===== src/rtl/ctrl_types_pkg.sv =====
// Operation codes and controller state encoding for the key-value engine.
package ctrl_types_pkg;
    typedef enum logic [1:0] {
        NOOP = 2'd0,
        GET  = 2'd1,
        PUT  = 2'd2,
        DEL  = 2'd3
    } operation_e;

    typedef enum logic [1:0] {
        CTRL_ST_IDLE,
        CTRL_ST_SEARCH,
        CTRL_ST_RESP,
        CTRL_ST_WAIT
    } ctrl_state_e;
endpackage


===== src/rtl/if_types_pkg.sv =====
// Widths shared with the upstream OBI cache interface.
package if_types_pkg;
    localparam int KEY_WIDTH   = 32;
    localparam int VALUE_WIDTH = 64;
endpackage


===== src/rtl/cache_controller_if.sv =====
// Request/response bundle between the OBI cache interface and the KV engine.
interface cache_controller_if #(
    parameter int KEY_WIDTH   = if_types_pkg::KEY_WIDTH,
    parameter int VALUE_WIDTH = if_types_pkg::VALUE_WIDTH,
    parameter int CNT_W       = 4
) ();
    ctrl_types_pkg::operation_e operation_in;
    logic [KEY_WIDTH-1:0]       key_in;
    logic [VALUE_WIDTH-1:0]     value_in;
    logic                       ready_out;
    logic                       op_succ_out;
    logic [VALUE_WIDTH-1:0]     value_out;
    logic [CNT_W-1:0]           entry_count_out;

    modport master (
        output operation_in, key_in, value_in,
        input  ready_out, op_succ_out, value_out, entry_count_out
    );

    modport slave (
        input  operation_in, key_in, value_in,
        output ready_out, op_succ_out, value_out, entry_count_out
    );
endinterface


===== src/rtl/kv_entry_table.sv =====
// Fully-associative key/value storage with one compare/read port and one write port.
module kv_entry_table #(
    parameter int NUM_ENTRIES = 8,
    parameter int KEY_WIDTH   = if_types_pkg::KEY_WIDTH,
    parameter int VALUE_WIDTH = if_types_pkg::VALUE_WIDTH,
    localparam int IDX_W      = $clog2(NUM_ENTRIES)
) (
    input  logic                   clk,
    input  logic                   rst_n,
    input  logic [IDX_W-1:0]       rd_idx,
    input  logic [KEY_WIDTH-1:0]   cmp_key,
    output logic                   hit,
    output logic                   entry_valid,
    output logic [VALUE_WIDTH-1:0] rd_value,
    input  logic                   wr_en,
    input  logic [IDX_W-1:0]       wr_idx,
    input  logic [KEY_WIDTH-1:0]   wr_key,
    input  logic [VALUE_WIDTH-1:0] wr_value,
    input  logic                   clr_en,
    input  logic [IDX_W-1:0]       clr_idx
);
    logic [NUM_ENTRIES-1:0] valid;
    logic [KEY_WIDTH-1:0]   keys   [NUM_ENTRIES];
    logic [VALUE_WIDTH-1:0] values [NUM_ENTRIES];

    assign entry_valid = valid[rd_idx];
    assign hit         = valid[rd_idx] && (keys[rd_idx] == cmp_key);
    assign rd_value    = values[rd_idx];

    always_ff @(posedge clk or negedge rst_n) begin
        if (!rst_n) begin
            valid <= '0;
        end else begin
            if (wr_en)  valid[wr_idx]  <= 1'b1;
            if (clr_en) valid[clr_idx] <= 1'b0;
        end
    end

    // Key/value payload is never reset; the valid bits alone define table contents.
    always_ff @(posedge clk) begin
        if (wr_en) begin
            keys[wr_idx]   <= wr_key;
            values[wr_idx] <= wr_value;
        end
    end
endmodule


===== src/rtl/cache_controller.sv =====
// GET/PUT/DEL engine: linear one-entry-per-cycle search, single-cycle ready pulse.
module cache_controller
    import ctrl_types_pkg::*;
#(
    parameter int NUM_ENTRIES = 8,
    parameter int KEY_WIDTH   = if_types_pkg::KEY_WIDTH,
    parameter int VALUE_WIDTH = if_types_pkg::VALUE_WIDTH
) (
    input logic               clk,
    input logic               rst_n,
    cache_controller_if.slave bus
);
    localparam int IDX_W = $clog2(NUM_ENTRIES);
    localparam int CNT_W = IDX_W + 1;

    ctrl_state_e            state;
    operation_e             op_q;
    logic [KEY_WIDTH-1:0]   key_q;
    logic [VALUE_WIDTH-1:0] value_q;
    logic [IDX_W-1:0]       idx;
    logic                   free_found;
    logic [IDX_W-1:0]       free_idx;
    logic                   ready_q;
    logic                   succ_q;
    logic [VALUE_WIDTH-1:0] result_q;
    logic [CNT_W-1:0]       count_q;

    logic                   hit, entry_valid;
    logic [VALUE_WIDTH-1:0] rd_value;
    logic                   resolve, free_avail, wr_en, clr_en;
    logic [IDX_W-1:0]       wr_idx;

    kv_entry_table #(
        .NUM_ENTRIES (NUM_ENTRIES),
        .KEY_WIDTH   (KEY_WIDTH),
        .VALUE_WIDTH (VALUE_WIDTH)
    ) u_table (
        .clk         (clk),
        .rst_n       (rst_n),
        .rd_idx      (idx),
        .cmp_key     (key_q),
        .hit         (hit),
        .entry_valid (entry_valid),
        .rd_value    (rd_value),
        .wr_en       (wr_en),
        .wr_idx      (wr_idx),
        .wr_key      (key_q),
        .wr_value    (value_q),
        .clr_en      (clr_en),
        .clr_idx     (idx)
    );

    // The search resolves on a hit or on the last slot; table updates commit on that edge
    // so the result, the new table contents and the count all appear with the ready pulse.
    always_comb begin
        resolve    = (state == CTRL_ST_SEARCH) && (hit || (idx == IDX_W'(NUM_ENTRIES - 1)));
        free_avail = free_found || !entry_valid;
        wr_idx     = hit ? idx : (free_found ? free_idx : idx);
        wr_en      = resolve && (op_q == PUT) && (hit || free_avail);
        clr_en     = resolve && (op_q == DEL) && hit;
    end

    always_ff @(posedge clk) begin
        if (state == CTRL_ST_IDLE && bus.operation_in != NOOP) begin
            key_q   <= bus.key_in;
            value_q <= bus.value_in;
        end
    end

    always_ff @(posedge clk or negedge rst_n) begin
        if (!rst_n) begin
            state      <= CTRL_ST_IDLE;
            op_q       <= NOOP;
            idx        <= '0;
            free_found <= 1'b0;
            free_idx   <= '0;
            ready_q    <= 1'b0;
            succ_q     <= 1'b0;
            result_q   <= '0;
            count_q    <= '0;
        end else begin
            case (state)
                CTRL_ST_IDLE: begin
                    ready_q <= 1'b0;
                    if (bus.operation_in != NOOP) begin
                        op_q       <= bus.operation_in;
                        idx        <= '0;
                        free_found <= 1'b0;
                        state      <= CTRL_ST_SEARCH;
                    end
                end
                CTRL_ST_SEARCH: begin
                    if (!entry_valid && !free_found) begin
                        free_found <= 1'b1;
                        free_idx   <= idx;
                    end
                    if (resolve) begin
                        ready_q  <= 1'b1;
                        succ_q   <= hit || ((op_q == PUT) && free_avail);
                        result_q <= hit ? rd_value : '0;
                        if (op_q == PUT && !hit && free_avail) count_q <= count_q + CNT_W'(1);
                        if (op_q == DEL && hit)                count_q <= count_q - CNT_W'(1);
                        state <= CTRL_ST_RESP;
                    end else begin
                        idx <= idx + IDX_W'(1);
                    end
                end
                CTRL_ST_RESP: begin
                    ready_q <= 1'b0;
                    state   <= CTRL_ST_WAIT;
                end
                CTRL_ST_WAIT: begin
                    if (bus.operation_in == NOOP) state <= CTRL_ST_IDLE;
                end
                default: state <= CTRL_ST_IDLE;
            endcase
        end
    end

    assign bus.ready_out       = ready_q;
    assign bus.op_succ_out     = succ_q;
    assign bus.value_out       = result_q;
    assign bus.entry_count_out = count_q;
endmodule


===== src/flat_wrapper.sv =====
// flat-port wrapper written by rule: the top's interface ports become plain ports
module cache_controller_flat import ctrl_types_pkg::*;
#(
    parameter int NUM_ENTRIES = 8,
    parameter int KEY_WIDTH   = if_types_pkg::KEY_WIDTH,
    parameter int VALUE_WIDTH = if_types_pkg::VALUE_WIDTH
)
  (clk, rst_n, bus_operation_in, bus_key_in, bus_value_in, bus_ready_out, bus_op_succ_out, bus_value_out, bus_entry_count_out);
  cache_controller_if #(.KEY_WIDTH(KEY_WIDTH), .VALUE_WIDTH(VALUE_WIDTH), .CNT_W(($clog2((8)) + 1))) bus_i ();
  input logic clk;
  input logic rst_n;
  input wire logic [$bits(bus_i.operation_in)-1:0] bus_operation_in;
  input wire logic [$bits(bus_i.key_in)-1:0] bus_key_in;
  input wire logic [$bits(bus_i.value_in)-1:0] bus_value_in;
  output wire logic [$bits(bus_i.ready_out)-1:0] bus_ready_out;
  output wire logic [$bits(bus_i.op_succ_out)-1:0] bus_op_succ_out;
  output wire logic [$bits(bus_i.value_out)-1:0] bus_value_out;
  output wire logic [$bits(bus_i.entry_count_out)-1:0] bus_entry_count_out;
  assign bus_i.operation_in = bus_operation_in;
  assign bus_i.key_in = bus_key_in;
  assign bus_i.value_in = bus_value_in;
  assign bus_ready_out = bus_i.ready_out;
  assign bus_op_succ_out = bus_i.op_succ_out;
  assign bus_value_out = bus_i.value_out;
  assign bus_entry_count_out = bus_i.entry_count_out;
  cache_controller #(.NUM_ENTRIES(NUM_ENTRIES), .KEY_WIDTH(KEY_WIDTH), .VALUE_WIDTH(VALUE_WIDTH)) u_core (.clk(clk), .rst_n(rst_n), .bus(bus_i));
endmodule

===== config.mk =====
export PLATFORM = sky130hd
export DESIGN_NAME = cache_controller_flat
export DESIGN_NICKNAME = d
export VERILOG_FILES = /design/src/rtl/ctrl_types_pkg.sv /design/src/rtl/if_types_pkg.sv /design/src/rtl/cache_controller_if.sv /design/src/rtl/kv_entry_table.sv /design/src/rtl/cache_controller.sv /design/src/flat_wrapper.sv
export SDC_FILE = /design/constraint.sdc
export NUM_CORES = 1
export LEC_CHECK = 0
export CORE_MARGIN = 10
export CORE_UTILIZATION = 59
export DETAILED_ROUTE_END_ITERATION = 7
export PLACE_DENSITY = 0.78
export SLEW_MARGIN = 20
export SYNTH_ARGS = -nofsm -noshare
export SYNTH_HDL_FRONTEND = slang
export SYNTH_SLANG_ARGS = --single-unit

===== constraint.sdc =====
create_clock -name clk -period 8.7 [get_ports clk]
set_clock_uncertainty 0.15 [all_clocks]
set_input_delay 0.87 -clock clk [delete_from_list [all_inputs] [get_ports clk]]
set_output_delay 0.87 -clock clk [all_outputs]
set_load 0.005 [all_outputs]

# == Word-level counts from Yosys, hierarchy flattened ==
# Memory sizes are Yosys's and may differ from the RTL's.
# Index checks and enable logic that the tools add are counted.
# Widths: inputs -> output; s select.
# classes
mux,27
shift,0
mul,0
magnitude_cmp,4
bitwise,3
add_sub_neg,3
n_div,0
eq_ne,12
reduce_logical,36
# op_table
operator,n
$mux 64,1
$eq 32x32->1,1
$mux 8,2
$logic_and 1x1->1,14
$mux 3,4
$reduce_and 3->1,4
$and 8x8->8,1
$eq 2x2->1 const B,4
$lt 3x4->1 const B,2
$mux 1,8
$mux 4,2
$not 8->8,1
$or 8x8->8,1
$pmux 2 s4,1
$reduce_and 2->1,4
$reduce_bool 2->1,4
$demux 1 s3,2
$ge 3x1->1 const B,2
$mux 2,3
$ne 2x2->1 const B,3
$pmux 3 s2,1
$add 4x1->4 const B,1
$logic_not 2->1,2
$logic_or 1x1->1,4
9 further kinds,13
# totals
memories,2
regBits,185
in_bits,100
ramBits,768
latchBits,0
output_inout_bits,70
mem_bits_ro,0
# mem_list
memory,words,word_bits,rd,rd_clocked_by_memory_dff,wr,line_no,rtl
u_core.u_table.values,8,64,1,0,1,kv_entry_table.sv:24,logic [VALUE_WIDTH-1:0] values [NUM_ENTRIES];
u_core.u_table.keys,8,32,1,0,1,kv_entry_table.sv:23,logic [KEY_WIDTH-1:0] keys [NUM_ENTRIES];

# == Depth between registers and ports, before layout ==
# Gate-level depths: netlist (run 1).
# logic_depth
depth_word,12
ltp_mapped,16
ltp_nobuf,12

# == Modules after synthesis ==
# A second synthesis (run 1) with hierarchy kept.
# unflattened
cells_unflattened,1550
hier_area_um2,35741.8
# modules_own_cells
module,instances,seq_area_each_um2,cells_each,area_each_um2
kv_entry_table,1,23262.3,1209,29609.6
cache_controller,1,4909.7,341,6132.1

# == Worst setup path before layout (run 1) ==
# No wires, ideal clock.
# synth_path
path_kind,reg-to-reg
from,register u_core.idx[1]
to,memory u_core.u_table.keys[4][0] (enable)
path_stages_with_launch,13
n_path_buf,3
arrival_time_ps,7183
required_time_ps,7988
setup_slack_ps,805
cell_sequence,dfrtp_1 > buf_6 > buf_6 > and2_4 > buf_6 > a32o_1 > a211o_1 > xor2_1 > nor3_1 > nand4_4 > o41ai_4 > mux2i_1 > nor2b_1
# synth_between
elab_chain_cells,9
word_cells_on_any_way,17
cone_classes,eq/ne: 2; mux: 6; reduce/logical: 8; memory: 1
# synth_lines
element,line_no,rtl
start: declaration,cache_controller.sv:20,logic [IDX_W-1:0] idx;
start signal: assignment,cache_controller.sv:105,idx <= idx + IDX_W'(1);
$mem_v2 8x32 / $bmux 1 s3 (equally long branches),n/a,
$eq 32x32->1 / $mux 1 (equally long branches),"kv_entry_table.sv:27, kv_entry_table.sv:26",
$logic_and 1x1->1,kv_entry_table.sv:27,assign hit = valid[rd_idx] && (keys[rd_idx] == cmp_key);
$logic_or 1x1->1,cache_controller.sv:56,resolve = (state == CTRL_ST_SEARCH) && (hit || (idx == IDX_W'(NUM_ENTRIES - 1)));
$logic_and 1x1->1,cache_controller.sv:56,
$logic_and 1x1->1 (2 in a row),cache_controller.sv:59,wr_en = resolve && (op_q == PUT) && (hit || free_avail);
$mux 1,kv_entry_table.sv:41,if (wr_en) begin
$mux 1 (implied by the code),kv_entry_table.sv:42,keys[wr_idx] <= wr_key;
end: declaration,kv_entry_table.sv:23,
# Several ways; a longest one is shown, not always the timed one. The select of a mux whose other input is x is not followed.

# == Final worst setup path (run 1) ==
# layout_path
from,register u_core.idx[0]
to,memory u_core.u_table.values[4][16] (enable)
# layout_between
elab_chain_cells,9
word_cells_on_any_way,17
cone_classes,eq/ne: 2; mux: 6; reduce/logical: 8; memory: 1
# layout_lines
element,line_no,rtl
$mem_v2 8x32 / $bmux 1 s3 (equally long branches),n/a,
$eq 32x32->1 / $mux 1 (equally long branches),"kv_entry_table.sv:27, kv_entry_table.sv:26",
$logic_and 1x1->1,kv_entry_table.sv:27,
$logic_or 1x1->1,cache_controller.sv:56,
$logic_and 1x1->1,cache_controller.sv:56,
$logic_and 1x1->1 (2 in a row),cache_controller.sv:59,
$mux 1,kv_entry_table.sv:41,
$mux 1 (implied by the code),kv_entry_table.sv:43,values[wr_idx] <= wr_value;
end: declaration,kv_entry_table.sv:24,
# Several ways; a longest one is shown, not always the timed one. The select of a mux whose other input is x is not followed.

==> results of run 1 <==
-- worst max-delay path, delay by kind of cell (launching register included) --
family / cells / cell delay [ns]
buf+inv: 3 / 1.99
xor+xnor: 1 / 0.45
flops: 1 / 1.02
compound gates: 3 / 0.88
simple gates: 5 / 1.63
-- metal layers --
metal | share of wire | wire length (µm)
met5 | 0.00013 | 11
met4 | 0.023 | 1880
met3 | 0.092 | 7600
met2 | 0.50 | 41000
met1 | 0.39 | 32300
-- final timing paths --
check	startpoint	end	slack, ns	depth (start not counted)
min in group asynchronous	rst_n	u_core.bus.value_out[6]	0.55	2
max in group asynchronous	rst_n	u_core.idx[1]	6.47	3
min	u_core.bus.value_out[4]	u_core.bus.value_out[4]	0.33	2
min reg2reg	u_core.bus.value_out[4]	u_core.bus.value_out[4]	0.33	2
max	u_core.idx[0]	u_core.u_table.values[4][16]	2.16	12
max reg2reg	u_core.idx[0]	u_core.u_table.values[4][16]	2.16	12
-- placed cells by master, fill, tap and decap left out, types with 18 or more instances in the layout --
master	count
a21oi_1	42
a221o_1	18
a22oi_1	39
buf_4	26
clkbuf_1	22
clkbuf_16	93
clkdlybuf4s50_1	168
dfrtp_1	86
edfxtp_1	864
mux2_2	62
mux2i_1	129
mux4_2	69
nand2_1	87
nor2_1	68
o21ai_0	104
o22ai_1	65
xnor2_1	19
-- metrics by stage --
step / power [mW] / hold slack, ns
after floorplan: 7.22 / 0.288
after global placement: 7.91 / 0.314
after detailed placement: 7.97 / 0.320
after CTS: 11.9 / 0.336
after global routing: 12.3 / 0.361
final: 11.9 / 0.333
-- final cells by class --
class / instances / area, µm² / area share
sequential: 953 / 28200 / 0.674
inverter: 16 / 63.8 / 0.00153
multi-input combinational: 891 / 7530 / 0.180
clock buffer: 123 / 2520 / 0.0603
timing repair buffer: 202 / 2030 / 0.0485
clock inverter: 51 / 510 / 0.0122
tap: 782 / 978 / 0.0234
-- timing repair --
action / 4_1_cts / 5_1_grt
endpoints found under the hold margin: 6 / 0
hold buffers: 1 / 0
setup buffers: 0 / 0
-- flip-flops by register name (all words and copies together), names as in the netlist --
name,cells
u_core.bus.op_succ_out,1
u_core.u_table.valid,8
u_core.free_idx,3
u_core.bus.value_out,64
u_core.u_table.keys,256
u_core.bus.ready_out,1
u_core.bus.entry_count_out,4
u_core.free_found,1
u_core.value_q,64
u_core.state,2
u_core.op_q,2
u_core.u_table.values,512
u_core.key_q,32
u_core.idx,3
-- power groups by stage --
stage | clock network (mW) | logic, mW | registers, mW
after floorplan | 0 | 1.62 | 5.60
after global placement | 0 | 2.12 | 5.79
after detailed placement | 0 | 2.16 | 5.82
after CTS | 4.02 | 2.18 | 5.72
after global routing | 4.19 | 2.34 | 5.76
final | 3.96 | 2.19 | 5.73
-- logic make-up after synthesis --
family	after synthesis	synth area share
XOR/XNOR	30	0.00725
adder cells (fa/ha/maj)	7	0.00242
multiplexers	263	0.0988
AO/OA/AOI/OAI	355	0.0652
AND/OR/NAND/NOR	236	0.0320
flip-flops	953	0.777
buffers and inverters	125	0.0175
==> metrics.md, run 1 <==
| Metric | Value |
|---|---|
| DP Worst Slack | `2.24 ns` |
| Drt pass-1 iters | `7` |
| Syn Nets | `2076` |
| Placed Instances | `2842` |
| Mapped Area | `36300 µm²` |
| Share of post-route cells with drive strength above 1 | `0.150` |
| Worst slew pin tran | `1.18 ns` |
| Power per standard cell area | `284 nW/µm²` |
| Register area share after synthesis | `0.777` |
| Max Fanout on Critical Path | `59` |
| Nets@finish | `2264` |
| Async set or reset register ratio after synthesis | `0.0934` |
| Final Cell Area | `41800 µm²` |
| Longest Clk Path Bufs | `3` |
| Die area | `71800 µm²` |
| Endpoint class of the critical path | `flip-flop` |
| Die X-Extent | `268 µm` |
| Met1 usage | `0.311` |
| Area Overhead vs Synth | `15.3%` |
| Library cells used by synthesis | `78` |
| CTS tree | `built` |
| Clock network fraction of design power | `0.334` |
| Max-Cap Viols | `0` |
| First-pass GRT wire length | `125 mm` |
| Post-layout util | `0.690` |
| Starting Density | `0.599` |
| CTS sink cnt | `953` |
| H-tree depth | `3` |
| Ant. Diodes | `0` |
| Final period utilization | `0.752` |
| Max Clock Freq | `0.153 GHz` |
| Die Span Y | `268 µm` |
| Vias in the first global route | `19900` |
| Overall routing resource usage | `0.231` |
| Post-synth EDFFs | `864` |
| Met3 Track Usage GR | `0.0465` |
| Slowest CP cell | `dfrtp_4` |
| IO Count | `170` |
| Tmin final | `6.54 ns` |
| Synth Instances | `1969` |
| Worst hold path class | `flip-flop to flip-flop` |
| GP Congestion | `0.885` |
| Gr busiest metal | `met2` |
| Yosys warns | `0` |
| # DRC | `0` |
| Final setup TNS | `0 ns` |
| Status | `finished clean` |
| Switching part of the total power | `0.286` |
| Leading area contributor after synthesis | `edfxtp_1` |
| Switching power | `3.40 mW` |
| Synth top area share | `0.716` |
| Post-Syn Area per Cell | `18.4 µm²` |
| Most common cell in the netlist | `edfxtp_1` |
| Global route overflow | `0` |
| Routed Antenna Nets | `0` |
| CP arrival | `6.68 ns` |
| Commonest cells in the netlist | `edfxtp_1, mux2i_1, o21ai_0` |
| #FFs+latches synth | `953` |
| Total core area | `60600 µm²` |
| Fillers | `3680` |
| Highest cell delay on the worst timing path | `1.02 ns` |
| Seq pwr share | `0.482` |
| Comb pwr share | `0.184` |
| Top post-synthesis cells by area | `edfxtp_1, dfrtp_1, mux4_2` |
| Rows | `90` |
| Mean routed wirelength per cell | `27.4 µm` |
| Clock transition at the registers of the reported paths | `0.06 ns` |
| Met2 Usage GRT | `0.375` |
| Final hold vios | `0` |
| Crit Path Category | `flip-flop to flip-flop` |
| # setup viols final | `0` |
| IO Port Bufs | `169` |
| Final std cells w/o fill | `3018` |
| Crit-path cells | `clkinv_2 -> buf_4 -> a211oi_1 -> a211oi_1 -> xnor2_1 -> nor2_1 -> nand4_2 -> nor2_2 -> nor4b_1 -> o21ai_1 -> nor2b_4 -> buf_4` |
| P_leak | `13.7 nW` |
| Post-cts resize count | `0` |
| CTS Buf Count | `93` |
| Largest net degree at the start of global routing | `121` |
| Initial DRC count | `2497` |
| Unrepaired setup endpoints after global routing | `false` |
| Slew margin rel. | `0.210` |
| Max VDD drop | `0.188 mV` |
| Crit path required time | `8.83 ns` |
| Final-report max-slew violation count | `0` |
| Detailed Place HPWL | `46.8 mm` |
| Prevailing post-synth register cell | `edfxtp_1` |
| Final WS setup | `2.16 ns` |
| Initial antenna violation count | `2` |
| Clk root buf | `clkbuf_16` |
| DR vias/cell | `6.45` |
| Detailed-route via count | `19500` |
| Worst-Skew Late Latency | `0.66 ns` |
| Worst setup SP type | `flip-flop` |
| Power Internal | `8.49 mW` |
| Placed inst area | `38800 µm²` |
| Routed wire length | `82.7 mm` |
Note: power is estimated with default switching activity, not from simulation.
==> inputs of run 2 (changes only) <==
clock period = 6.5 ns   (was 8.7 ns; I/O delays follow)
==> metrics.md, run 2 (synthesis results as in run 1) <==
| Metric | Value |
|---|---|
| Overall routing resource usage | `0.233 (+0.00245)` |
| Worst hold path class | `flip-flop to flip-flop` |
| Multi-input logic area | `7530 µm² (about the same)` |
| CP arrival | `5.72 ns (-0.96 ns)` |
| Worst hold stages | `2 (unchanged)` |
| Switching power | `4.52 mW (+33%)` |
| Hold Startpoint | `u_core.bus.value_out[26]` |
| Total core area | `60600 µm² (unchanged)` |
| Worst-Skew Late Latency | `0.65 ns (about the same)` |
| Post-layout util | `0.695 (+0.00521)` |
| Final-report max-slew violation count | `0 (unchanged)` |
| CTS sink cnt | `953 (unchanged)` |
| First-pass GRT wire length | `125 mm (+0.61%)` |
| Worst reg-to-reg path cell count | `10 (-2)` |
| Most frequent cells in the layout | `edfxtp_1, clkdlybuf4s50_1, mux2i_1` |
| Met1 usage | `0.310 (-0.000643)` |
| GP Congestion | `0.849 (-4.0%)` |
| Die X-Extent | `268 µm (unchanged)` |
| Reg2Reg Launch Point | `u_core.idx[2]` |
| CTS tree | `built` |
| Drt pass-1 iters | `5 (-2)` |
| Switching part of the total power | `0.280 (-0.00527)` |
| Global route overflow | `0 (unchanged)` |
| Largest Register | `u_core.u_table.values` |
| Starting Density | `0.599 (unchanged)` |
| Reg2Reg Setup Slack | `0.90 ns (-1.25 ns)` |
| # setup viols final | `0 (unchanged)` |
| Die area | `71800 µm² (unchanged)` |
| Post-cts resize count | `0 (unchanged)` |
| Crit path required time | `6.62 ns (-2.21 ns)` |
| H-tree depth | `3 (unchanged)` |
| Endpoint class of the critical path | `flip-flop` |
| Detailed Place HPWL | `46.4 mm (-0.80%)` |
| Most common cell after layout, fill and taps aside | `edfxtp_1` |
| Routed Antenna Nets | `0 (unchanged)` |
| Share of post-route cells with drive strength above 1 | `0.157 (+0.00679)` |
| Met3 Track Usage GR | `0.0433 (-0.00320)` |
| Unrepaired setup endpoints after global routing | `false` |
| Max Fanout on Critical Path | `63 (+6.8%)` |
| Nets@finish | `2282 (+0.80%)` |
| Slew margin rel. | `0.336 (+0.125)` |
| Final hold vios | `0 (unchanged)` |
| Longest Clk Path Bufs | `3 (unchanged)` |
| DR vias/cell | `6.39 (-0.95%)` |
| Register area | `28200 µm² (unchanged)` |
| Vias in the first global route | `20300 (+1.9%)` |
| Number of flip-flops in the largest register | `512 (unchanged)` |
| Max-Cap Viols | `0 (unchanged)` |
| Final period utilization | `0.861 (+0.109)` |
| Final std cells w/o fill | `3037 (+0.63%)` |
| Largest net degree at the start of global routing | `83 (-31%)` |
| Largest regs | `u_core.u_table.values (512), u_core.u_table.keys (256)` |
| Max VDD drop | `0.249 mV (+33%)` |
| # DRC | `0 (unchanged)` |
| Gr busiest metal | `met2` |
| IO Count | `170 (unchanged)` |
| Placed Instances | `2862 (+0.70%)` |
| IO Port Bufs | `169 (unchanged)` |
| Clk root buf | `clkbuf_16` |
| Power per standard cell area | `382 nW/µm² (+35%)` |
| Status | `finished clean` |
| P_leak | `13.8 nW (+1.2%)` |
| Crit Path Category | `flip-flop to flip-flop` |
| CTS Buf Count | `92 (-1.1%)` |
| Mean routed wirelength per cell | `27.3 µm (-0.30%)` |
| Fin Hold WS | `0.327 ns (-0.00625 ns)` |
| Total Power | `16.1 mW (+36%)` |
| Detailed-route via count | `19400 (-0.33%)` |
| Initial antenna violation count | `0 (-2)` |
| Rows | `90 (unchanged)` |
| Tmin final | `5.60 ns (-0.947 ns)` |
| Clock network fraction of design power | `0.340 (+0.006)` |
| Worst slew pin tran | `0.997 ns (-0.185 ns)` |
| Seq pwr share | `0.476 (-0.006)` |
| Hold endpoint | `u_core.bus.value_out[26]` |
| Routed wire length | `83.0 mm (+0.33%)` |
| Die Span Y | `268 µm (unchanged)` |
| Comb pwr share | `0.183 (about the same)` |
| Initial DRC count | `2088 (-16%)` |
| Area Overhead vs Synth | `16.2%` |
| Met2 Usage GRT | `0.386 (+0.0109)` |
| Power Internal | `11.6 mW (+37%)` |
| Max Clock Freq | `0.179 GHz (+17%)` |
| Worst setup SP type | `flip-flop` |
| R2r endpoint | `u_core.u_table.values[5][53]` |
| Fillers | `3621 (-1.6%)` |
| Final setup TNS | `0 ns (unchanged)` |
| Clock transition at the registers of the reported paths | `0.06 ns (about the same)` |
==> run 2: how the worst max path moves through the flow <==
stage / start / depth (start not counted) / to
after floorplan: u_core.idx[1] / 12 / u_core.u_table.keys[2][0]
after global routing: u_core.idx[2] / 11 / u_core.u_table.values[5][11]
after detailed placement: u_core.idx[2] / 10 / u_core.u_table.values[5][48]
after CTS: u_core.idx[2] / 10 / u_core.u_table.values[5][53]
after global placement: u_core.idx[2] / 10 / u_core.u_table.values[5][11]
final: u_core.idx[2] / 10 / u_core.u_table.values[5][53]
==> run 2: repair_timing <==
item,in CTS,in global routing
hold endpoints to repair,37,0
hold buffers,1,0
setup buffers,0,0
==> run 2: routing by layer <==
| layer | wire length, µm | share of wire | vias to the layer above |
|---|---|---|---|
| li1 | - | - | 8309 |
| met1 | 32600 | 0.39 | 9946 |
| met2 | 41500 | 0.50 | 1000 |
| met3 | 6680 | 0.080 | 153 |
| met4 | 2210 | 0.027 | 0 |
| met5 | 0 | 0 | - |
==> run 2: final cells by class <==
cell class | instances | share of cell area
multi-input combinational | 891 | 0.179
timing repair buffer | 221 | 0.0530
sequential | 953 | 0.669
clock buffer | 113 | 0.0575
clock inverter | 60 | 0.0170
inverter | 16 | 0.00151
antenna | 1 | 0.0000594
tap | 782 | 0.0232
==> run 2: power groups by stage <==
stage	Combinational, mW	Clock [mW]	Sequential [mW]
final	2.95	5.48	7.67
after global routing	3.15	5.79	7.71
after CTS	2.94	5.55	7.66
after detailed placement	2.91	0	7.78
after global placement	2.85	0	7.75
after floorplan	2.18	0	7.49
==> run 2: metrics by stage <==
stage	instance area, µm²	setup slack (ns)
floorplan	36300	-1.01
global placement	39000	1.12
detailed placement	39000	0.957
CTS	42100	0.987
global route	42100	0.678
finish	42100	0.905
==> run 2: worst max-delay path, cell delays in order (launching register included) <==
cell     delay [ns]
dfrtp_4        0.99
buf_4          0.43
or2_2          0.49
o22ai_1        0.16
xor2_1         0.19
nor3_1         0.41
nand4_4        0.25
o41ai_4        0.66
mux2i_1        0.44
nor2b_4        0.26
buf_4          0.66
